$ cat src/rtl/rvvi_trace_pkg.sv
// Shared types and widths for the RVVI retirement trace driver.
package rvvi_trace_pkg;

    localparam int XLEN    = 64;
    localparam int ILEN    = 32;
    localparam int ORDER_W = 64;

    typedef struct packed {
        logic [XLEN-1:0] pc;
        logic [ILEN-1:0] insn;
        logic            trap;
        logic [31:0]     x_wb;
        logic [XLEN-1:0] wdata;
    } trace_entry_t;

endpackage

$ cat src/rtl/rvvi_trace_driver_if.sv
// Retirement beat bus from the core probe into the trace driver.
interface rvvi_trace_driver_if
    import rvvi_trace_pkg::*;
#(
    parameter int RETIRE = 2
);
    localparam int CW = $clog2(RETIRE + 1);

    logic                   in_valid;
    logic                   in_ready;
    logic [CW-1:0]          in_count;
    logic [RETIRE*XLEN-1:0] in_pc;
    logic [RETIRE*ILEN-1:0] in_insn;
    logic [RETIRE-1:0]      in_trap;
    logic [RETIRE-1:0]      in_rd_wen;
    logic [RETIRE*5-1:0]    in_rd;
    logic [RETIRE*XLEN-1:0] in_rd_wdata;

    modport master (
        output in_valid, in_count, in_pc, in_insn,
        output in_trap, in_rd_wen, in_rd, in_rd_wdata,
        input  in_ready
    );

    modport slave (
        input  in_valid, in_count, in_pc, in_insn,
        input  in_trap, in_rd_wen, in_rd, in_rd_wdata,
        output in_ready
    );

endinterface

$ cat src/rtl/rvvi_trace_fifo.sv
// Circular buffer: up to RETIRE writes per cycle, one read, exposes occupancy.
module rvvi_trace_fifo
    import rvvi_trace_pkg::*;
#(
    parameter int DEPTH  = 8,
    parameter int RETIRE = 2,
    localparam int AW = $clog2(DEPTH),
    localparam int CW = $clog2(RETIRE + 1)
) (
    input  logic         clk,
    input  logic         reset,
    input  logic         wr_en,
    input  logic [CW-1:0] wr_count,
    input  trace_entry_t wr_data [RETIRE],
    input  logic         rd_en,
    output trace_entry_t rd_data,
    output logic [AW:0]  count,
    output logic         empty
);
    localparam int PW = AW + 1;

    trace_entry_t mem [DEPTH];
    logic [AW:0]  wr_ptr;
    logic [AW:0]  rd_ptr;

    always_ff @(posedge clk) begin
        if (reset) begin
            wr_ptr <= '0;
            rd_ptr <= '0;
        end else begin
            if (wr_en) wr_ptr <= wr_ptr + PW'(wr_count);
            if (rd_en && !empty) rd_ptr <= rd_ptr + PW'(1);
        end
    end

    // Slot i lands at wr_ptr+i; the AW-bit index wraps modulo DEPTH.
    always_ff @(posedge clk) begin
        for (int i = 0; i < RETIRE; i++) begin
            if (wr_en && i < int'(wr_count))
                mem[wr_ptr[AW-1:0] + AW'(i)] <= wr_data[i];
        end
    end

    assign rd_data = mem[rd_ptr[AW-1:0]];
    assign count   = wr_ptr - rd_ptr;
    assign empty   = (wr_ptr == rd_ptr);

endmodule

$ cat src/rtl/rvvi_trace_driver.sv
// Buffers multi-retire beats and replays them one per clock on RVVI slot [0][0].
module rvvi_trace_driver
    import rvvi_trace_pkg::*;
#(
    parameter int RETIRE = 2,
    parameter int DEPTH  = 8
) (
    input  logic               clk,
    input  logic               reset,
    rvvi_trace_driver_if.slave in_bus,
    input  logic               out_halt,
    output logic               out_valid,
    output logic [ORDER_W-1:0] out_order,
    output logic [XLEN-1:0]    out_pc,
    output logic [ILEN-1:0]    out_insn,
    output logic               out_trap,
    output logic [31:0]        out_x_wb,
    output logic [XLEN-1:0]    out_x_wdata,
    output logic               overflow
);
    localparam int AW = $clog2(DEPTH);
    localparam int CW = $clog2(RETIRE + 1);
    localparam int PW = AW + 1;

    trace_entry_t  slot [RETIRE];
    trace_entry_t  head;
    trace_entry_t  out_q;
    logic [AW:0]   count;
    logic [AW:0]   cnt_next;
    logic [CW-1:0] wr_n;
    logic          empty;
    logic          ready_q;
    logic          accept;
    logic          count_ok;
    logic          wr_en;
    logic          pop;

    always_comb begin
        for (int i = 0; i < RETIRE; i++) begin
            logic [4:0] rd;
            rd = in_bus.in_rd[i*5 +: 5];
            slot[i].pc    = in_bus.in_pc[i*XLEN +: XLEN];
            slot[i].insn  = in_bus.in_insn[i*ILEN +: ILEN];
            slot[i].trap  = in_bus.in_trap[i];
            slot[i].wdata = in_bus.in_rd_wdata[i*XLEN +: XLEN];
            slot[i].x_wb  = (in_bus.in_rd_wen[i] && rd != 5'd0)
                          ? (32'(1) << rd) : 32'd0;
        end
    end

    assign accept   = in_bus.in_valid && ready_q;
    assign count_ok = (in_bus.in_count != '0)
                   && (in_bus.in_count <= CW'(RETIRE));
    assign wr_en    = accept && count_ok;
    assign wr_n     = wr_en ? in_bus.in_count : '0;
    assign pop      = !out_halt && !empty;
    assign cnt_next = count + PW'(wr_n) - PW'(pop);

    rvvi_trace_fifo #(
        .DEPTH  (DEPTH),
        .RETIRE (RETIRE)
    ) u_fifo (
        .clk      (clk),
        .reset    (reset),
        .wr_en    (wr_en),
        .wr_count (in_bus.in_count),
        .wr_data  (slot),
        .rd_en    (pop),
        .rd_data  (head),
        .count    (count),
        .empty    (empty)
    );

    // Ready looks at post-update occupancy so a whole beat always fits.
    always_ff @(posedge clk) begin
        if (reset) begin
            ready_q   <= 1'b1;
            overflow  <= 1'b0;
            out_valid <= 1'b0;
            out_order <= '0;
            out_q     <= '0;
        end else begin
            ready_q <= (cnt_next <= PW'(DEPTH - RETIRE));
            if (accept && !count_ok) overflow <= 1'b1;
            if (out_halt) begin
                out_valid <= 1'b0;
            end else if (!empty) begin
                out_q     <= head;
                out_valid <= 1'b1;
                out_order <= out_order + ORDER_W'(1);
            end else begin
                out_valid <= 1'b0;
            end
        end
    end

    assign in_bus.in_ready = ready_q;
    assign out_pc      = out_q.pc;
    assign out_insn    = out_q.insn;
    assign out_trap    = out_q.trap;
    assign out_x_wb    = out_q.x_wb;
    assign out_x_wdata = out_q.wdata;

endmodule

$ cat src/flat_wrapper.sv
// flat-port wrapper written by rule: the top's interface ports become plain ports
module rvvi_trace_driver_flat import rvvi_trace_pkg::*;
#(
    parameter int RETIRE = 2,
    parameter int DEPTH  = 8
)
  (clk, reset, out_halt, out_valid, out_order, out_pc, out_insn, out_trap, out_x_wb, out_x_wdata, overflow, in_bus_in_valid, in_bus_in_count, in_bus_in_pc, in_bus_in_insn, in_bus_in_trap, in_bus_in_rd_wen, in_bus_in_rd, in_bus_in_rd_wdata, in_bus_in_ready);
  rvvi_trace_driver_if #(.RETIRE(RETIRE)) in_bus_i ();
  input  logic clk;
  input  logic reset;
  input  logic out_halt;
  output logic out_valid;
  output logic [ORDER_W-1:0] out_order;
  output logic [XLEN-1:0] out_pc;
  output logic [ILEN-1:0] out_insn;
  output logic out_trap;
  output logic [31:0] out_x_wb;
  output logic [XLEN-1:0] out_x_wdata;
  output logic overflow;
  input wire logic [$bits(in_bus_i.in_valid)-1:0] in_bus_in_valid;
  input wire logic [$bits(in_bus_i.in_count)-1:0] in_bus_in_count;
  input wire logic [$bits(in_bus_i.in_pc)-1:0] in_bus_in_pc;
  input wire logic [$bits(in_bus_i.in_insn)-1:0] in_bus_in_insn;
  input wire logic [$bits(in_bus_i.in_trap)-1:0] in_bus_in_trap;
  input wire logic [$bits(in_bus_i.in_rd_wen)-1:0] in_bus_in_rd_wen;
  input wire logic [$bits(in_bus_i.in_rd)-1:0] in_bus_in_rd;
  input wire logic [$bits(in_bus_i.in_rd_wdata)-1:0] in_bus_in_rd_wdata;
  output wire logic [$bits(in_bus_i.in_ready)-1:0] in_bus_in_ready;
  assign in_bus_i.in_valid = in_bus_in_valid;
  assign in_bus_i.in_count = in_bus_in_count;
  assign in_bus_i.in_pc = in_bus_in_pc;
  assign in_bus_i.in_insn = in_bus_in_insn;
  assign in_bus_i.in_trap = in_bus_in_trap;
  assign in_bus_i.in_rd_wen = in_bus_in_rd_wen;
  assign in_bus_i.in_rd = in_bus_in_rd;
  assign in_bus_i.in_rd_wdata = in_bus_in_rd_wdata;
  assign in_bus_in_ready = in_bus_i.in_ready;
  rvvi_trace_driver #(.RETIRE(RETIRE), .DEPTH(DEPTH)) u_core (.clk(clk), .reset(reset), .in_bus(in_bus_i), .out_halt(out_halt), .out_valid(out_valid), .out_order(out_order), .out_pc(out_pc), .out_insn(out_insn), .out_trap(out_trap), .out_x_wb(out_x_wb), .out_x_wdata(out_x_wdata), .overflow(overflow));
endmodule
$ cat config.mk
export PLATFORM = sky130hd
export DESIGN_NAME = rvvi_trace_driver_flat
export DESIGN_NICKNAME = d
export VERILOG_FILES = /design/src/rtl/rvvi_trace_pkg.sv /design/src/rtl/rvvi_trace_driver_if.sv /design/src/rtl/rvvi_trace_fifo.sv /design/src/rtl/rvvi_trace_driver.sv /design/src/flat_wrapper.sv
export SDC_FILE = /design/constraint.sdc
export NUM_CORES = 2
export LEC_CHECK = 0
export CAP_MARGIN = 25
export CORE_UTILIZATION = 55
export CTS_CLUSTER_SIZE = 14
export DETAILED_ROUTE_END_ITERATION = 8
export GPL_TIMING_DRIVEN = 0
export PLACE_DENSITY = 0.75
export SKIP_LAST_GASP = 1
export SLEW_MARGIN = 20
export SYNTH_ARGS = -nofsm -noshare
export SYNTH_HDL_FRONTEND = slang
export SYNTH_HIERARCHICAL = 1
export SYNTH_SLANG_ARGS = --single-unit
$ cat constraint.sdc
create_clock -name clk -period 43.7 [get_ports clk]
set_input_delay 8.74 -clock clk [delete_from_list [all_inputs] [get_ports clk]]
set_output_delay 8.74 -clock clk [all_outputs]
set_load 0.01 [all_outputs]
# Word level (Yosys, flattened, before mapping)
# Memories as Yosys holds them, arrays and structs flattened. A register that Yosys moved wholly into a read port is not among the register bits.
# Index checks and enable logic that the tools add are counted.
# Widths: inputs -> output; s select.
# word_totals
register_bits	75
latchBits	0
ram_bits	1544
romBits	0
in_bits	340
elab_cells	49
mem_count	1
# op_classes
add_sub_neg	7
n_mul	0
div	0
magnitude_cmp	4
n_eq_ne	1
shift	2
n_mux	8
bitwise	2
n_reduce_logical	18
# memory_table
memory	depth	width	read_ports	rd_clocked_by_memory_dff	wr	line_no	rtl
u_core.u_fifo.mem	8	193	1	1	2	rvvi_trace_fifo.sv:22	trace_entry_t mem [DEPTH];
# op_table
cell	n
$add 64x1->64 const B	1
$mux 32	2
$shl 1x5->32 const A	2
$logic_and 1x1->1	10
$reduce_bool 5->1	2
$add 4x2->4	2
$mux 1	5
$add 4x1->4 const B	1
$eq 4x4->1	1
$le 4x3->1 const B	1
$lt 1x2->1 const A	2
$sub 4x1->4	1
$sub 4x4->4	1
$add 3x1->3 const B	1
$logic_not 1->1	3
$le 2x2->1 const B	1
$mux 2	1
$not 1->1	2
$reduce_and 2->1	1
$reduce_bool 2->1	1
$reduce_or 2->1	1

# Logic depth before layout (Yosys ltp)
# logic_depth
ltp_word	7
mapped_depth	16
mapped_depth_nobuf	14

# Modules after synthesis
# Netlist, hierarchy kept.
# modules_own_cells
mod	n_inst	cells_each	area_each_um2	seq_area_each_um2
rvvi_trace_fifo	1	4038	78205.0	46584.7
rvvi_trace_driver	1	1341	10283.6	5205.0

# Worst setup path before layout
# Ideal clock, no wire load.
# synth_path
kind	in2reg
from	in in_bus_in_count[1]
to	mem u_core/u_fifo/mem[0][0] (netlist bit) (enable)
setup_time_ns	1.030
arrival_ns	23.375
path_slack_ns	19.295
cell_stages	5
cell_sequence	xnor2_1 -> nor2_1 -> buf_2 -> nand2_1 -> o31ai_1
# synth_rtl
item	line_no	rtl
start: declaration	flat_wrapper.sv:21	input wire logic [$bits(in_bus_i.in_count)-1:0] in_bus_in_count;
end: declaration	rvvi_trace_fifo.sv:22	

==> out/results.ini <==
[outcome]
outcome = complete, no violations

[cts]
cts_tree = done
clk_pin_slew_ps = 60
cts-root-buf = clkbuf_16
cts_buffers = 190
cts_buffer_depth = 3
cts_hold_buf = 0
ctsResizeCount = 0
ctsHtreeMaxLevel = 4
clock_sinks = 1815
postCtsSetupBuffers = 0
clkLatencyLatePin_ps = 860

[pwr]
p_int_w = 0.00311
powerDensity_nw_per_um2 = 38.3
p_leak_nw = 36.2
netSwitchingPower_w = 0.000957
p_seq_frac = 0.486
clockPowerShare = 0.397
ir_drop_uv = 44.6
p_comb_frac = 0.116
p_sw_frac = 0.235

[critical_path]
slowest_stage = clkdlybuf4s50_1
critPathKind = in2reg
worst_path_largest_cell_delay_ps = 760
arrival_ps = 13290
cp_cell_sequence = clkdlybuf4s50_1, xnor2_1, nor2_1, buf_2, nand2_1, nor3_2, buf_2, buf_2, or2_4, buf_12, buf_16
cp_num_buf_inv = 6
crit_family = buffers and inverters
endpoint_kind = flip-flop
path_max_fanout = 35
crit_top_cell = buf_2
crit_path_start_kind = input pin
worstPathRequired_ps = 44210

[floorplan]
die-area_um2 = 162000
rows = 146
die_h_um = 403
num_io_pins = 600
coreArea_um2 = 159000
die_w_um = 403
start_util = 0.556

[global_routing]
track_usage = 0.316
overflow = 0
grt_max_degree = 38
grt_pass1_wl_um = 372000
grt_pass1_vias = 54500
antenna_found_initial = 96

[placement]
port_buffers = 599
routabilityCongestion = 0.848
dp_hpwl_um = 175000
placed_area_um2 = 99900
preCtsSetupSlack_ps = 30210

[job]
cap_viol_max_count = 0

[synthesis]
ys_ff_latch = 1815
synth_area_leaders = edfxtp_1, mux2_2, mux4_2, dfxtp_1, mux2_4
synth.cell_area_um2 = 88500
ys_seq_area_frac = 0.585
synth-edff-count = 1544
yosys_warnings = 6
netlist.area_leader.share = 0.524
synthCells = 5379
ys_types = 51
ys.flop_type = edfxtp_1
yosys.area.top_type = edfxtp_1
syn-mean-instance-area_um2 = 16.5
synth-async-reset-ratio = 0

[sta]
maxSlewHeadroom = 0.285
fin_crit_ps = 12780
hold_violations = 0
drv_slew = 0
fin_ws_ps = 30920
setup_violations = 0
setup_tns_ps = 0
max_slew.worst_pin.slew_ps = 1070
rsz0062_at_grt = no
period_share = 0.292
fin_worst_skew_ps = 40.1
timing.fmax_ghz = 0.0782

[layout]
areaGrowthSynthToFinish_pct = 20.1
final_nets = 6678
postLayoutCellArea_um2 = 106000
drive_above_1_share = 0.429

[drt]
routed_wl_um = 259000
vias_per_cell = 6.21
final_antenna_net_count = 0
remaining_drc_errors = 0
vias = 53900
dr.pass1.iters = 6
drt_iter0_markers = 5581
wl_per_cell_um = 29.8

[worst_hold_path]
hold_class = reg2reg

==> power groups by stage <==
stage,sequential (W),combinational [W],clock [W]
2_1_floorplan,0.00204,0.000249,0
3_3_place_gp,0.00207,0.000435,0
3_5_place_dp,0.00201,0.000468,0
4_1_cts,0.00198,0.000471,0.00163
5_1_grt,0.00198,0.000500,0.00170
6_report,0.00198,0.000474,0.00162
==> layer usage <==
metal | routed length, um | GRT usage
met5 | 498 | 0
met4 | 10100 | 0.131
met3 | 23700 | 0.0777
met2 | 123000 | 0.495
met1 | 102000 | 0.423
==> state kept, by name, indices dropped and copies added, names as in the netlist, named ones only <==
name	flops
u_core/u_fifo/mem	1544
u_core/out_insn	32
u_core/in_bus.in_ready	1
u_core/out_valid	1
u_core/overflow	1
u_core/out_x_wb	32
u_core/u_fifo/rd_ptr	4
u_core/out_order	64
u_core/out_pc	64
u_core/out_trap	1
u_core/u_fifo/wr_ptr	4
u_core/out_x_wdata	64
==> synthesized netlist by cell type, types with 21 or more instances <==
cell	instances
buf_4	34
nand4_1	33
buf_2	139
dfxtp_1	271
inv_1	21
buf_6	37
a21oi_1	226
edfxtp_1	1544
mux2_2	1405
nand2_1	430
clkbuf_1	142
nand3_1	33
o21ai_0	22
xor2_1	27
nor2_1	116
mux2_4	318
mux4_2	386
==> area by class of cell <==
class / count / area (um2)
clock buffer: 290 / 5530
buffer: 367 / 1980
multi-input combinational: 3190 / 34800
fill: 11000 / 52800
clock inverter: 66 / 668
sequential: 1815 / 51800
tap: 2146 / 2690
inverter: 22 / 82.6
timing repair buffer: 736 / 8570
antenna: 51 / 128
==> final timing paths <==
check             cells past startpoint                     from  slack (ps)                       end
hold / removal                        2      u_core/out_insn[25]         450       u_core/out_insn[25]
setup reg to reg                     16  u_core/u_fifo/wr_ptr[0]       39110    u_core/in_bus.in_ready
hold reg to reg                       2      u_core/out_insn[25]         450       u_core/out_insn[25]
setup / recovery                     11       in_bus_in_count[1]       30920  u_core/u_fifo/mem[3][75]
==> logic make-up (layout without fill, tap and decap cells) <==
family	count (synthesis)	count (layout)	share of synthesized area
AOI/OAI and AO/OA	270	270	0.0159
xor gates and xnor gates	48	48	0.00484
DFF	1815	1815	0.585
other	1	67	0.0000424
muxes	2126	2126	0.333
adders and majority gates	16	16	0.00252
and+or+nand+nor	714	714	0.0353
buffers and inverters	389	1481	0.0230
==> through the flow <==
stage               power [W]  std cells  hold WS (ps)   util
floorplan             0.00229       5394           463      -
global placement      0.00251       8139           443  0.611
detailed placement    0.00248       8274           447  0.628
CTS                   0.00408       8630           454  0.667
global route          0.00418       8669           469  0.668
finish                0.00407       8683           455  0.668
==> tightest hold or removal path, stage by stage, from the launching register on <==
cell and delay, ps:
dfxtp_1 310, nand2_1 50, a21oi_1 50
==> cells in the final DEF (no fill, tap or decap), types with 140 or more instances in the layout <==
cell / count
clkbuf_16: 193
clkdlybuf4s50_1: 599
buf_2: 140
nand2_1: 430
mux2_4: 318
clkbuf_1: 187
mux2_2: 1405
edfxtp_1: 1544
mux4_2: 386
a21oi_1: 226
dfxtp_1: 271
(Power assumes the default switching activity.)
